**src/rtl/wr_circ_buf_stream_pkg.sv**
```systemverilog
// rtl/wr_circ_buf_stream_pkg.sv - shared widths, memory request struct and FSM states for wr_circ_buf_stream
package wr_circ_buf_stream_pkg;

    localparam int FLOWID_W            = 8;
    localparam int MAC_INTERFACE_W     = 256;
    localparam int MAC_BYTES           = MAC_INTERFACE_W / 8;
    localparam int MAC_PADBYTES_W      = $clog2(MAC_BYTES);
    localparam int MSG_DATA_SIZE_WIDTH = 16;
    localparam int MEM_ADDR_W          = 64;

    typedef struct packed {
        logic [MEM_ADDR_W-1:0]          addr;
        logic [MSG_DATA_SIZE_WIDTH-1:0] size;
    } mem_req_struct;

    typedef enum logic [2:0] {
        ST_IDLE,
        ST_REQ1,
        ST_DATA1,
        ST_REQ2,
        ST_DATA2,
        ST_ACK,
        ST_DONE
    } wr_circ_buf_state_e;

    function automatic logic [MSG_DATA_SIZE_WIDTH-1:0] beats_of(input logic [MSG_DATA_SIZE_WIDTH-1:0] bytes);
        return (bytes >> MAC_PADBYTES_W)
             + {{(MSG_DATA_SIZE_WIDTH-1){1'b0}}, |bytes[MAC_PADBYTES_W-1:0]};
    endfunction

    // Invalid bytes in the final beat of a transfer of the given length.
    function automatic logic [MAC_PADBYTES_W-1:0] pad_of(input logic [MSG_DATA_SIZE_WIDTH-1:0] bytes);
        logic [MSG_DATA_SIZE_WIDTH-1:0] neg;
        neg = -bytes;
        return neg[MAC_PADBYTES_W-1:0];
    endfunction

endpackage

```
**src/rtl/wr_circ_buf_realign.sv**
```systemverilog
// rtl/wr_circ_buf_realign.sv - beat counter, held register, wrap realign shift mux, flush and pad generation
module wr_circ_buf_realign
    import wr_circ_buf_stream_pkg::*;
(
    input  logic                           clk,
    input  logic                           rst,
    input  logic                           seg1_i,
    input  logic                           seg2_i,
    input  logic                           split_i,
    input  logic [MSG_DATA_SIZE_WIDTH-1:0] beats1_i,
    input  logic [MSG_DATA_SIZE_WIDTH-1:0] beats2_i,
    input  logic [MSG_DATA_SIZE_WIDTH-1:0] rem_i,
    input  logic [MAC_PADBYTES_W-1:0]      pad1_i,
    input  logic [MAC_PADBYTES_W-1:0]      pad2_i,
    input  logic [MAC_PADBYTES_W-1:0]      sh_i,
    input  logic                           src_val_i,
    input  logic [MAC_INTERFACE_W-1:0]     src_data_i,
    output logic                           src_rdy_o,
    input  logic                           mem_rdy_i,
    output logic                           mem_val_o,
    output logic [MAC_INTERFACE_W-1:0]     mem_data_o,
    output logic                           mem_last_o,
    output logic [MAC_PADBYTES_W-1:0]      mem_pad_o,
    output logic                           seg_done_o,
    output logic                           src_final_o
);

    logic [MSG_DATA_SIZE_WIDTH-1:0] cnt_q, cnt_d;
    logic [MAC_INTERFACE_W-1:0]     held_q, held_d;
    logic [MAC_PADBYTES_W:0]        rsh;
    logic                           active, flush, last_beat, fire;

    always_comb begin
        active    = seg1_i | seg2_i;
        // Once every remaining source beat is consumed, the held tail still owes one beat.
        flush     = seg2_i && (cnt_q >= rem_i);
        last_beat = seg1_i ? (cnt_q == beats1_i - 1'b1) : (cnt_q == beats2_i - 1'b1);
        rsh       = (MAC_PADBYTES_W+1)'(MAC_BYTES) - {1'b0, sh_i};

        src_rdy_o = active & ~flush & mem_rdy_i;
        mem_val_o = flush | (active & src_val_i);
        if (seg2_i && (sh_i != '0)) begin
            mem_data_o = (held_q << {sh_i, 3'b000})
                       | (flush ? '0 : (src_data_i >> {rsh, 3'b000}));
        end else begin
            mem_data_o = src_data_i;
        end
        mem_last_o  = active & last_beat;
        mem_pad_o   = mem_last_o ? (seg1_i ? pad1_i : pad2_i) : '0;
        fire        = mem_val_o & mem_rdy_i;
        seg_done_o  = fire & last_beat;
        src_final_o = seg1_i ? (last_beat & (~split_i | (rem_i == '0)))
                             : (cnt_q == rem_i - 1'b1);

        cnt_d = cnt_q;
        if (!active) begin
            cnt_d = '0;
        end else if (fire) begin
            cnt_d = last_beat ? '0 : cnt_q + 1'b1;
        end
        held_d = held_q;
        if (src_val_i && src_rdy_o) begin
            held_d = src_data_i;
        end
    end

    always_ff @(posedge clk) begin
        if (rst) begin
            cnt_q  <= '0;
            held_q <= '0;
        end else begin
            cnt_q  <= cnt_d;
            held_q <= held_d;
        end
    end

endmodule

```
**src/rtl/wr_circ_buf_stream.sv**
```systemverilog
// rtl/wr_circ_buf_stream.sv - commits a write stream into a per-flow DRAM circular buffer, splitting at the wrap
// Optional feature macro: WR_CIRC_BUF_STATS_EN (completion and split counters).
module wr_circ_buf_stream
    import wr_circ_buf_stream_pkg::*;
#(
    parameter int  BUF_PTR_W = -1,
    localparam int PW        = (BUF_PTR_W < 1) ? 1 : BUF_PTR_W
) (
    input  logic                           clk,
    input  logic                           rst,
    input  logic                           src_wr_buf_req_val,
    output logic                           src_wr_buf_req_rdy,
    input  logic [FLOWID_W-1:0]            src_wr_buf_req_flowid,
    input  logic [PW-1:0]                  src_wr_buf_req_offset,
    input  logic [MSG_DATA_SIZE_WIDTH-1:0] src_wr_buf_req_size,
    input  logic                           src_wr_buf_data_val,
    output logic                           src_wr_buf_data_rdy,
    input  logic [MAC_INTERFACE_W-1:0]     src_wr_buf_data,
    input  logic                           src_wr_buf_data_last,
    input  logic [MAC_PADBYTES_W-1:0]      src_wr_buf_data_padbytes,
    output logic                           wr_buf_src_done_val,
    input  logic                           wr_buf_src_done_rdy,
    output logic                           wr_buf_mem_req_val,
    input  logic                           wr_buf_mem_req_rdy,
    output mem_req_struct                  wr_buf_mem_req,
    output logic                           wr_buf_mem_data_val,
    input  logic                           wr_buf_mem_data_rdy,
    output logic [MAC_INTERFACE_W-1:0]     wr_buf_mem_data,
    output logic                           wr_buf_mem_data_last,
    output logic [MAC_PADBYTES_W-1:0]      wr_buf_mem_data_padbytes,
`ifdef WR_CIRC_BUF_STATS_EN
    output logic [31:0]                    stat_req_cnt,
    output logic [31:0]                    stat_split_cnt,
`endif
    input  logic                           mem_wr_buf_resp_val,
    output logic                           mem_wr_buf_resp_rdy
);

    wr_circ_buf_state_e state_q, state_d;

    logic [FLOWID_W-1:0]            flowid_q;
    logic [PW-1:0]                  offset_q;
    logic [MSG_DATA_SIZE_WIDTH-1:0] s1_q, s2_q, beats1_q, beats2_q, rem_q;
    logic [MSG_DATA_SIZE_WIDTH-1:0] s1_w, s2_w;
    logic [31:0]                    room;
    logic [1:0]                     ack_cnt_q, ack_total, ack_need;
    logic                           split_q, req_fire, resp_fire, done_fire;
    logic                           seg1, seg2, seg_done, src_final;

    always_comb begin
        room      = (32'd1 << PW) - 32'(src_wr_buf_req_offset);
        s1_w      = (32'(src_wr_buf_req_size) < room) ? src_wr_buf_req_size : room[MSG_DATA_SIZE_WIDTH-1:0];
        s2_w      = src_wr_buf_req_size - s1_w;
        req_fire  = src_wr_buf_req_val & src_wr_buf_req_rdy;
        resp_fire = mem_wr_buf_resp_val & mem_wr_buf_resp_rdy;
        done_fire = wr_buf_src_done_val & wr_buf_src_done_rdy;
        ack_need  = split_q ? 2'd2 : 2'd1;
        ack_total = ack_cnt_q + {1'b0, resp_fire};
    end

    always_ff @(posedge clk) begin
        if (rst) begin
            state_q <= ST_IDLE;
        end else begin
            state_q <= state_d;
        end
    end

    always_comb begin
        state_d = state_q;
        case (state_q)
            ST_IDLE:  if (req_fire) state_d = (src_wr_buf_req_size == '0) ? ST_DONE : ST_REQ1;
            ST_REQ1:  if (wr_buf_mem_req_rdy) state_d = ST_DATA1;
            ST_DATA1: if (seg_done) state_d = split_q ? ST_REQ2 : ST_ACK;
            ST_REQ2:  if (wr_buf_mem_req_rdy) state_d = ST_DATA2;
            ST_DATA2: if (seg_done) state_d = ST_ACK;
            ST_ACK:   if (ack_total >= ack_need) state_d = ST_DONE;
            ST_DONE:  if (wr_buf_src_done_rdy) state_d = ST_IDLE;
            default:  state_d = ST_IDLE;
        endcase
    end

    always_comb begin
        src_wr_buf_req_rdy   = (state_q == ST_IDLE);
        wr_buf_mem_req_val   = (state_q == ST_REQ1) || (state_q == ST_REQ2);
        wr_buf_mem_req.addr  = MEM_ADDR_W'({flowid_q, (state_q == ST_REQ2) ? {PW{1'b0}} : offset_q});
        wr_buf_mem_req.size  = (state_q == ST_REQ2) ? s2_q : s1_q;
        // Acks may land while later segments are still streaming; accept them throughout.
        mem_wr_buf_resp_rdy  = (state_q == ST_REQ1) || (state_q == ST_DATA1) || (state_q == ST_REQ2)
                            || (state_q == ST_DATA2) || (state_q == ST_ACK);
        wr_buf_src_done_val  = (state_q == ST_DONE);
        seg1                 = (state_q == ST_DATA1);
        seg2                 = (state_q == ST_DATA2);
    end

    always_ff @(posedge clk) begin
        if (rst) begin
            flowid_q  <= '0;
            offset_q  <= '0;
            s1_q      <= '0;
            s2_q      <= '0;
            beats1_q  <= '0;
            beats2_q  <= '0;
            rem_q     <= '0;
            split_q   <= 1'b0;
            ack_cnt_q <= '0;
        end else if (req_fire) begin
            flowid_q  <= src_wr_buf_req_flowid;
            offset_q  <= src_wr_buf_req_offset;
            s1_q      <= s1_w;
            s2_q      <= s2_w;
            beats1_q  <= beats_of(s1_w);
            beats2_q  <= beats_of(s2_w);
            rem_q     <= beats_of(src_wr_buf_req_size) - beats_of(s1_w);
            split_q   <= (s2_w != '0);
            ack_cnt_q <= '0;
        end else if (resp_fire) begin
            ack_cnt_q <= ack_cnt_q + 2'd1;
        end
    end

    wr_circ_buf_realign u_realign (
        .clk         (clk),
        .rst         (rst),
        .seg1_i      (seg1),
        .seg2_i      (seg2),
        .split_i     (split_q),
        .beats1_i    (beats1_q),
        .beats2_i    (beats2_q),
        .rem_i       (rem_q),
        .pad1_i      (pad_of(s1_q)),
        .pad2_i      (pad_of(s2_q)),
        .sh_i        (s1_q[MAC_PADBYTES_W-1:0]),
        .src_val_i   (src_wr_buf_data_val),
        .src_data_i  (src_wr_buf_data),
        .src_rdy_o   (src_wr_buf_data_rdy),
        .mem_rdy_i   (wr_buf_mem_data_rdy),
        .mem_val_o   (wr_buf_mem_data_val),
        .mem_data_o  (wr_buf_mem_data),
        .mem_last_o  (wr_buf_mem_data_last),
        .mem_pad_o   (wr_buf_mem_data_padbytes),
        .seg_done_o  (seg_done),
        .src_final_o (src_final)
    );

`ifdef WR_CIRC_BUF_STATS_EN
    always_ff @(posedge clk) begin
        if (rst) begin
            stat_req_cnt   <= '0;
            stat_split_cnt <= '0;
        end else begin
            if (done_fire) stat_req_cnt <= stat_req_cnt + 32'd1;
            if (req_fire && (s2_w != '0)) stat_split_cnt <= stat_split_cnt + 32'd1;
        end
    end
`else
    logic unused_done_fire;
    assign unused_done_fire = done_fire;
`endif

`ifndef SYNTHESIS
    // The request size drives segmentation; source framing is only cross-checked.
    assert property (@(posedge clk) disable iff (rst)
        (src_wr_buf_data_val && src_wr_buf_data_rdy) |-> (src_wr_buf_data_last == src_final));
    assert property (@(posedge clk) disable iff (rst)
        (src_wr_buf_data_val && src_wr_buf_data_rdy && src_wr_buf_data_last)
            |-> (src_wr_buf_data_padbytes == pad_of(s1_q + s2_q)));
`endif

endmodule

```
**config.mk**
```make
export PLATFORM = sky130hd
export DESIGN_NAME = wr_circ_buf_stream
export DESIGN_NICKNAME = d
export VERILOG_FILES = /design/src/rtl/wr_circ_buf_stream_pkg.sv /design/src/rtl/wr_circ_buf_realign.sv /design/src/rtl/wr_circ_buf_stream.sv
export SDC_FILE = /design/constraint.sdc
export NUM_CORES = 2
export LEC_CHECK = 0
export BUFFER_PORTS_ARGS = -buffer_cell sky130_fd_sc_hd__buf_2
export CAP_MARGIN = 0
export CORE_MARGIN = 10
export CORE_UTILIZATION = 55
export CTS_BUF_LIST = sky130_fd_sc_hd__clkbuf_8
export DETAILED_ROUTE_END_ITERATION = 6
export PLACE_DENSITY = 0.79
export SLEW_MARGIN = 20
export SYNTH_ARGS = -nofsm -noshare
export SYNTH_HDL_FRONTEND = slang
export SYNTH_SLANG_ARGS = --single-unit
```
**constraint.sdc**
```tcl
create_clock -name clk -period 4.1 [get_ports clk]
set_input_delay 0.41 -clock clk [delete_from_list [all_inputs] [get_ports clk]]
set_output_delay 0.41 -clock clk [all_outputs]
set_load 0.05 [all_outputs]
```
==> results of run 1 <==
stage by stage:
step / setup TNS [ns] / hold slack, ns / instances / setup slack, ns
2_1_floorplan: -0.338 / 0.424 / 5716 / -0.198
4_1_cts: -5.48 / 0.000215 / 7463 / -0.574
3_3_place_gp: -0.147 / 0.436 / 7087 / -0.0577
3_5_place_dp: -1.48 / 0.443 / 7087 / -0.194
cell families after synthesis:
logic type | after synthesis
muxes | 767
adders and majority gates | 55
buffers and inverters | 653
other | 2
and+or+nand+nor | 2125
xor gates and xnor gates | 69
AOI/OAI and AO/OA | 1625
DFF | 356
Yosys cell counts (all sizes together) (7+ instances only):
library cell / count / area share, %
a211oi: 162 / 2.9
a21o: 7 / 0.13
a21oi: 926 / 11
a221oi: 42 / 0.88
a22o: 19 / 0.40
a2bb2oi: 31 / 0.65
a311oi: 38 / 0.79
a31oi: 53 / 0.79
a32oi: 7 / 0.15
and2: 36 / 0.54
and3: 19 / 0.28
buf: 188 / 2.3
clkbuf: 429 / 3.9
dfxtp: 356 / 17
ha: 53 / 1.6
inv: 36 / 0.32
mux2: 96 / 2.6
mux2i: 298 / 7.1
mux4: 373 / 20
nand2: 1256 / 11
nand2b: 13 / 0.19
nand3: 59 / 0.70
nand4: 13 / 0.19
nor2: 577 / 5.2
nor2b: 15 / 0.22
nor3: 79 / 0.95
nor3b: 9 / 0.16
o211ai: 28 / 0.50
o21a: 46 / 0.82
o21ai: 128 / 1.5
o221ai: 34 / 0.71
o22ai: 46 / 0.69
o2bb2ai: 14 / 0.29
or2: 7 / 0.10
or3: 16 / 0.24
xnor2: 35 / 0.73
xor2: 34 / 0.71
routing by layer:
| layer | GRT overflow | global-route usage [%] |
|---|---|---|
| met4 | 0 | 70.8 |
| met5 | 0 | 47.5 |
| met2 | 0 | 88.5 |
| met1 | 0 | 73.5 |
| met3 | 3 | 60.2 |
repair_timing:
item,4_1_cts
gates cloned,41
endpoints found under the hold margin,76
setup buffers,149
gates resized for setup,935
pin swaps,145
setup endpoints to repair,262
hold buffers,76
==> key figures, run 1 <==
Floorplanning
  • Number of placement rows: 101
  • Horizontal die dimension: ~300 um
  • Initial core utilization: 55.4%
  • I/O pin count: between 600 and 700
  • Vert. Die Dim: 296 um

Clock tree
  • Sink count of the clock tree: 356
  • H-tree depth: 3
  • Total clock buffers created by CTS: 68
  • Largest buffer count on any clock path: 3
  • CTS Root Buffer Type: clkbuf_8

Logic synthesis
  • Synth warn: 0
  • Simple-gate portion of the synthesized area: between 20% and 30%
  • Area share of fa/ha/maj cells after synthesis: around 1.7%
  • FFs w/ async S/R, synth: 0%
  • Count of flip-flops with a built-in enable after synthesis: 0
  • Netlist Area Pre-Place: 42000 um^2
  • Share of the synthesized area in compound gates (AO/OA/AOI/OAI): a little under a quarter
  • Xor and xnor area share after synthesis: 1.44%
  • Mapped Avg Cell Area: 7.43 um^2
  • Combinational family with the most area after synthesis: multiplexers
  • Synthesized netlist cell count: ~5700
  • Seq cells post-synth: 356
  • Number of different library cells in the post-synthesis netlist: 76
  • Share of synthesized area spent on multiplexers: 29.7%
  • Fraction of the yosys area taken by sequential cells: between 10% and 20%
  • Most common flop cell mapped by yosys: dfxtp_1

Run status
  • Status: aborted with a tool error
  • Stopping stage: global routing (5_1_grt)
  • Error message: [ERROR GRT-0232] Routing congestion too high. Check the congestion heatmap in the GUI.

Placed design
  • Detailed-placement wirelength estimate: 209 mm
  • Area of placed instances: approximately 50000 um^2
  • Final GP Congestion: 1.25
  • Total of buffers placed on input and output ports: between 500 and 600

Global routing
  • Global-route usage over all layers: 73.8%
  • Pin count of the biggest net entering global routing: 144
  • Overflow left after global routing: 3
==> inputs of run 2 (changes only) <==
--- a/config.mk
+++ b/config.mk
@@ -8,10 +8,9 @@
 export BUFFER_PORTS_ARGS = -buffer_cell sky130_fd_sc_hd__buf_2
 export CAP_MARGIN = 0
 export CORE_MARGIN = 10
-export CORE_UTILIZATION = 55
-export CTS_BUF_LIST = sky130_fd_sc_hd__clkbuf_8
+export CORE_UTILIZATION = 40
 export DETAILED_ROUTE_END_ITERATION = 6
-export PLACE_DENSITY = 0.79
+export PLACE_DENSITY_LB_ADDON = 0.15
 export SLEW_MARGIN = 20
 export SYNTH_ARGS = -nofsm -noshare
 export SYNTH_HDL_FRONTEND = slang
==> constraint.sdc (replaced) <==
create_clock -name clk -period 5.33 [get_ports clk]
set_input_delay 0.533 -clock clk [delete_from_list [all_inputs] [get_ports clk]]
set_output_delay 0.533 -clock clk [all_outputs]
set_load 0.05 [all_outputs]
==> run 2 against run 1 <==
- the flow now finishes, with violations (negative setup slack)
- synthesized area unchanged
- synthesized cell count is the same
==> key figures, run 2 <==
Floorplanning
  • Horizontal die dimension: 344 um
  • Die outline area: 118000 um^2
  • Vert. Die Dim: 344 um
  • Initial core utilization: 40.4%
  • I/O pin count: approximately 640
  • Number of placement rows: 118
  • Core footprint: ~100000 um^2

Logic synthesis
  • Most common cell in the synthesized netlist: nand2_1
  • Simple-gate portion of the synthesized area: 20.5%
  • Top cells by area in the synthesized netlist: mux4_2 20%, dfxtp_1 17%, nand2_1 11%, a21oi_1 11%, mux2i_1 7.1%
  • Synthesized netlist cell count: 5652
  • Most common flop cell mapped by yosys: dfxtp_1
  • Synth warn: 0
  • Count of flip-flops with a built-in enable after synthesis: 0
  • Xor and xnor area share after synthesis: 1.44%
  • Netlist Area Pre-Place: 42000 um^2
  • Most numerous cell types in the synthesized netlist: 1256 x nand2_1, 926 x a21oi_1, 577 x nor2_1, 423 x clkbuf_1, 373 x mux4_2
  • Top cell type's share of synthesized area: approximately 20%
  • Area share of fa/ha/maj cells after synthesis: 1.67%
  • Share of synthesized area spent on multiplexers: 29.7%
  • Seq cells post-synth: between 300 and 400
  • Share of the synthesized area in compound gates (AO/OA/AOI/OAI): roughly a quarter
  • Number of different library cells in the post-synthesis netlist: 76
  • FFs w/ async S/R, synth: 0%
  • Fraction of the yosys area taken by sequential cells: 17.0%
  • Biggest area consumer among synthesized cells: mux4_2
  • Mapped Avg Cell Area: 7.43 um^2
  • Combinational family with the most area after synthesis: multiplexers

Critical path
  • Worst setup path class: flip-flop to primary output
  • Reg2reg end: u_realign.held_q[217]
  • Register-to-register setup slack: ~1.6 ns
  • WP data arrival: a little under 5 ns
  • Cells traversed along the worst timing path: inv_4 -> ha_4 -> buf_16 -> buf_4 -> mux4_2 -> mux2i_1 -> a21oi_1 -> a221oi_1 -> a21oi_1 -> buf_2
  • Endpoint class of the critical path: primary output
  • Data required time of the critical path: approximately 4.8 ns
  • Critical Path Most Common Cell: a21oi_1
  • Slowest-stage cell, CP: a221oi_1
  • Critical Path Max Stage Delay: 0.72 ns
  • Worst Setup Start Kind: flip-flop
  • Reg-to-reg critical path startpoint: u_realign.cnt_q[5]
  • Cell type group with the largest total delay on the critical path: compound AO/OA/AOI/OAI gates
  • Largest fanout on the critical path: 11
  • Worst path buffer plus inverter count: 4
  • R2R depth: 10
  • WP depth: 10

Clock tree
  • Clock edge transition at the registers on the reported setup and hold paths: about 0.060 ns
  • Sink count of the clock tree: around 360
  • CTS Root Buffer Type: clkbuf_16
  • Clock tree from TritonCTS: done
  • Total clock buffers created by CTS: 48
  • Clock latency at the later pin of the worst-skew pair: around 0.73 ns
  • H-tree depth: 2
  • Largest buffer count on any clock path: 3

Power and ir drop
  • Cell-internal power: 11.9 mW
  • Share of power burned in registers: 11.5%
  • Worst vdd ir: 0.396 mV
  • Combinational cell fraction of total power: 76.4%
  • Power density over the cells: 558 nW/um^2
  • Overall power: roughly 29 mW
  • Leakage power total: 19.6 nW
  • Part of the total power dissipated in the clock network: between 10% and 20%
  • Proportion of total power due to net switching: around three fifths
  • NetSw: between 15 and 20 mW

Detailed routing
  • Vias per std cell: about 7.0
  • Top sig layer: met5
  • Mean routed wirelength per cell: approximately 40 um
  • Detail Route met2 WL: about 130 mm
  • Final routed DRC violation total: 0
  • Detailed-routing iteration count for the pre-antenna-repair pass: 6
  • Detail Route met3 WL: between 40 and 50 mm
  • Antenna-violating nets left: 0
  • Post-detailed-routing wire length: 302 mm
  • Starting DRC count in detailed routing: between 7000 and 8000
  • Post-route met1 wirelength: between 100 and 150 mm
  • Via count: 52499

Global routing
  • Wire length of the first global-routing pass: 405 mm
  • Overflow left after global routing: 0
  • Global-route usage over all layers: about half
  • Pin count of the biggest net entering global routing: 170
  • Vias in the first global route: 49510
  • Initial antenna violation count: 48

Cells and area
  • Leading cell types in the layout, fill and taps excluded: 1255 x nand2_1, 922 x a21oi_1, 572 x nor2_1
  • Filler cell count in the final layout: 10353
  • Final #Nets: 6394
  • Max FFs per register: 256
  • Fraction of final layout cells with drive strength greater than 1: 24.7%
  • Largest register by flop count: u_realign.held_q
  • Non-Filler Instances: roughly 7500
  • Area growth from synthesis to final layout: 21.8%
  • FF+latch area: roughly 7100 um^2
  • Most common cell after layout, fill and taps aside: nand2_1
  • Area of the multi-input gates: ~33000 um^2

Hold path
  • Worst hold path type: input port to flip-flop
  • Origin of the worst min-delay path: src_wr_buf_req_flowid[2]
  • Min-Delay Path Depth: 3
  • Endpoint of the worst hold-timing path: flowid_q[2]

STA
  • Ratio of final minimum period to clock period: 102%
  • Final setup margin: -0.0816 ns
  • Final worst clock skew: 0.0562 ns
  • Total negative slack: -0.233 ns
  • Worst slew margin: 8.72%
  • Fin. max-slew vios: 0
  • Achievable frequency: 185 MHz
  • RSZ-0062 raised after global routing: false
  • Tmin final: about 5.4 ns
  • Slew of the pin with the lowest slew margin: 1.37 ns
  • Final setup violation count: 6
  • Hold violation total from the final report: 0

Placed design
  • Instance count after placement with tap cells included: roughly 7400
  • Detailed-placement wirelength estimate: 236 mm
  • Setup slack at placement: 0.314 ns
  • Total of buffers placed on input and output ports: 581
  • Final GP Congestion: 1.09

Run status
  • Violated checks: negative setup slack
  • Status: finished, violations left

Flow run
  • Reported max-cap violation count: 0
run 2: how the worst max path moves through the flow:
stage / from / to / slack (ns)
global placement: src_wr_buf_req_size[5] / split_q / 0.46
CTS: state_q[2] / wr_buf_mem_data_padbytes[4] / 0.08
global route: s1_q[0] / wr_buf_mem_data[125] / 0.006
finish: s1_q[0] / wr_buf_mem_data[141] / -0.08
floorplan: s1_q[0] / wr_buf_mem_data[16] / 0.33
detailed placement: src_wr_buf_req_size[5] / split_q / 0.31
run 2: layer usage:
metal	GRT usage [%]	vias to the layer above
li1	-	21417
met1	55.2	25636
met2	72.7	4309
met3	19.0	1121
met4	39.7	16
met5	0.653	-
run 2: area by class of cell:
type	count	share of cell area, %
repair buffers	895	15.3
diodes	35	0.171
multi-input cells	4707	63.8
inverters	36	0.284
well taps	1380	3.38
flip-flops and latches	356	14.0
clock buffers	64	2.56
clock inverters	25	0.568
run 2: worst register-to-register path, cell delays in order (launching register included):
cell and delay (ns):
dfxtp_1 0.42, ha_1 0.29, a2111oi_0 0.41, o21ai_0 0.19, a21oi_2 0.24, o21ai_2 0.26, o21bai_1 0.39, nand3_4 0.60
buf_12 0.48, nand2_1 0.18, a21oi_1 0.09
run 2: logic make-up after synthesis:
kind of cell               after synthesis
and+or+nand+nor                       2125
AOI/OAI and AO/OA                     1625
muxes                                  767
buffers and inverters                  653
DFF                                    356
xor gates and xnor gates                69
adders and majority gates               55
other                                    2
run 2: power groups by stage:
| stage | Combinational (mW) | Clock (mW) | Sequential [mW] |
|---|---|---|---|
| 2_1_floorplan | 11.8 | 0 | 3.21 |
| 3_3_place_gp | 20.5 | 0 | 3.30 |
| 3_5_place_dp | 20.5 | 0 | 3.31 |
| 4_1_cts | 20.6 | 3.43 | 3.26 |
| 5_1_grt | 22.1 | 3.55 | 3.30 |
| 6_report | 21.8 | 3.44 | 3.28 |
run 2: metrics by stage:
| stage | area [um^2] | util, % | hold WS (ns) |
|---|---|---|---|
| after floorplan | 42200 | - | 0.424 |
| after global placement | 49300 | 47.4 | 0.437 |
| after detailed placement | 49300 | 47.4 | 0.439 |
| after CTS | 51000 | 49.0 | 0.0499 |
| after global routing | 51100 | 49.1 | 0.0630 |
| final | 51100 | 49.2 | 0.0327 |
run 2: what timing repair did:
item / 4_1_cts / 5_1_grt
endpoints found under the setup margin: 26 / 40
buffers inserted: 1 / 1
hold buffers: 0 / 0
gates cloned: 0 / 0
resized for setup: 4 / 14
pin swaps: 1 / 1
No activity file was read; power rests on OpenSTA's default activity.
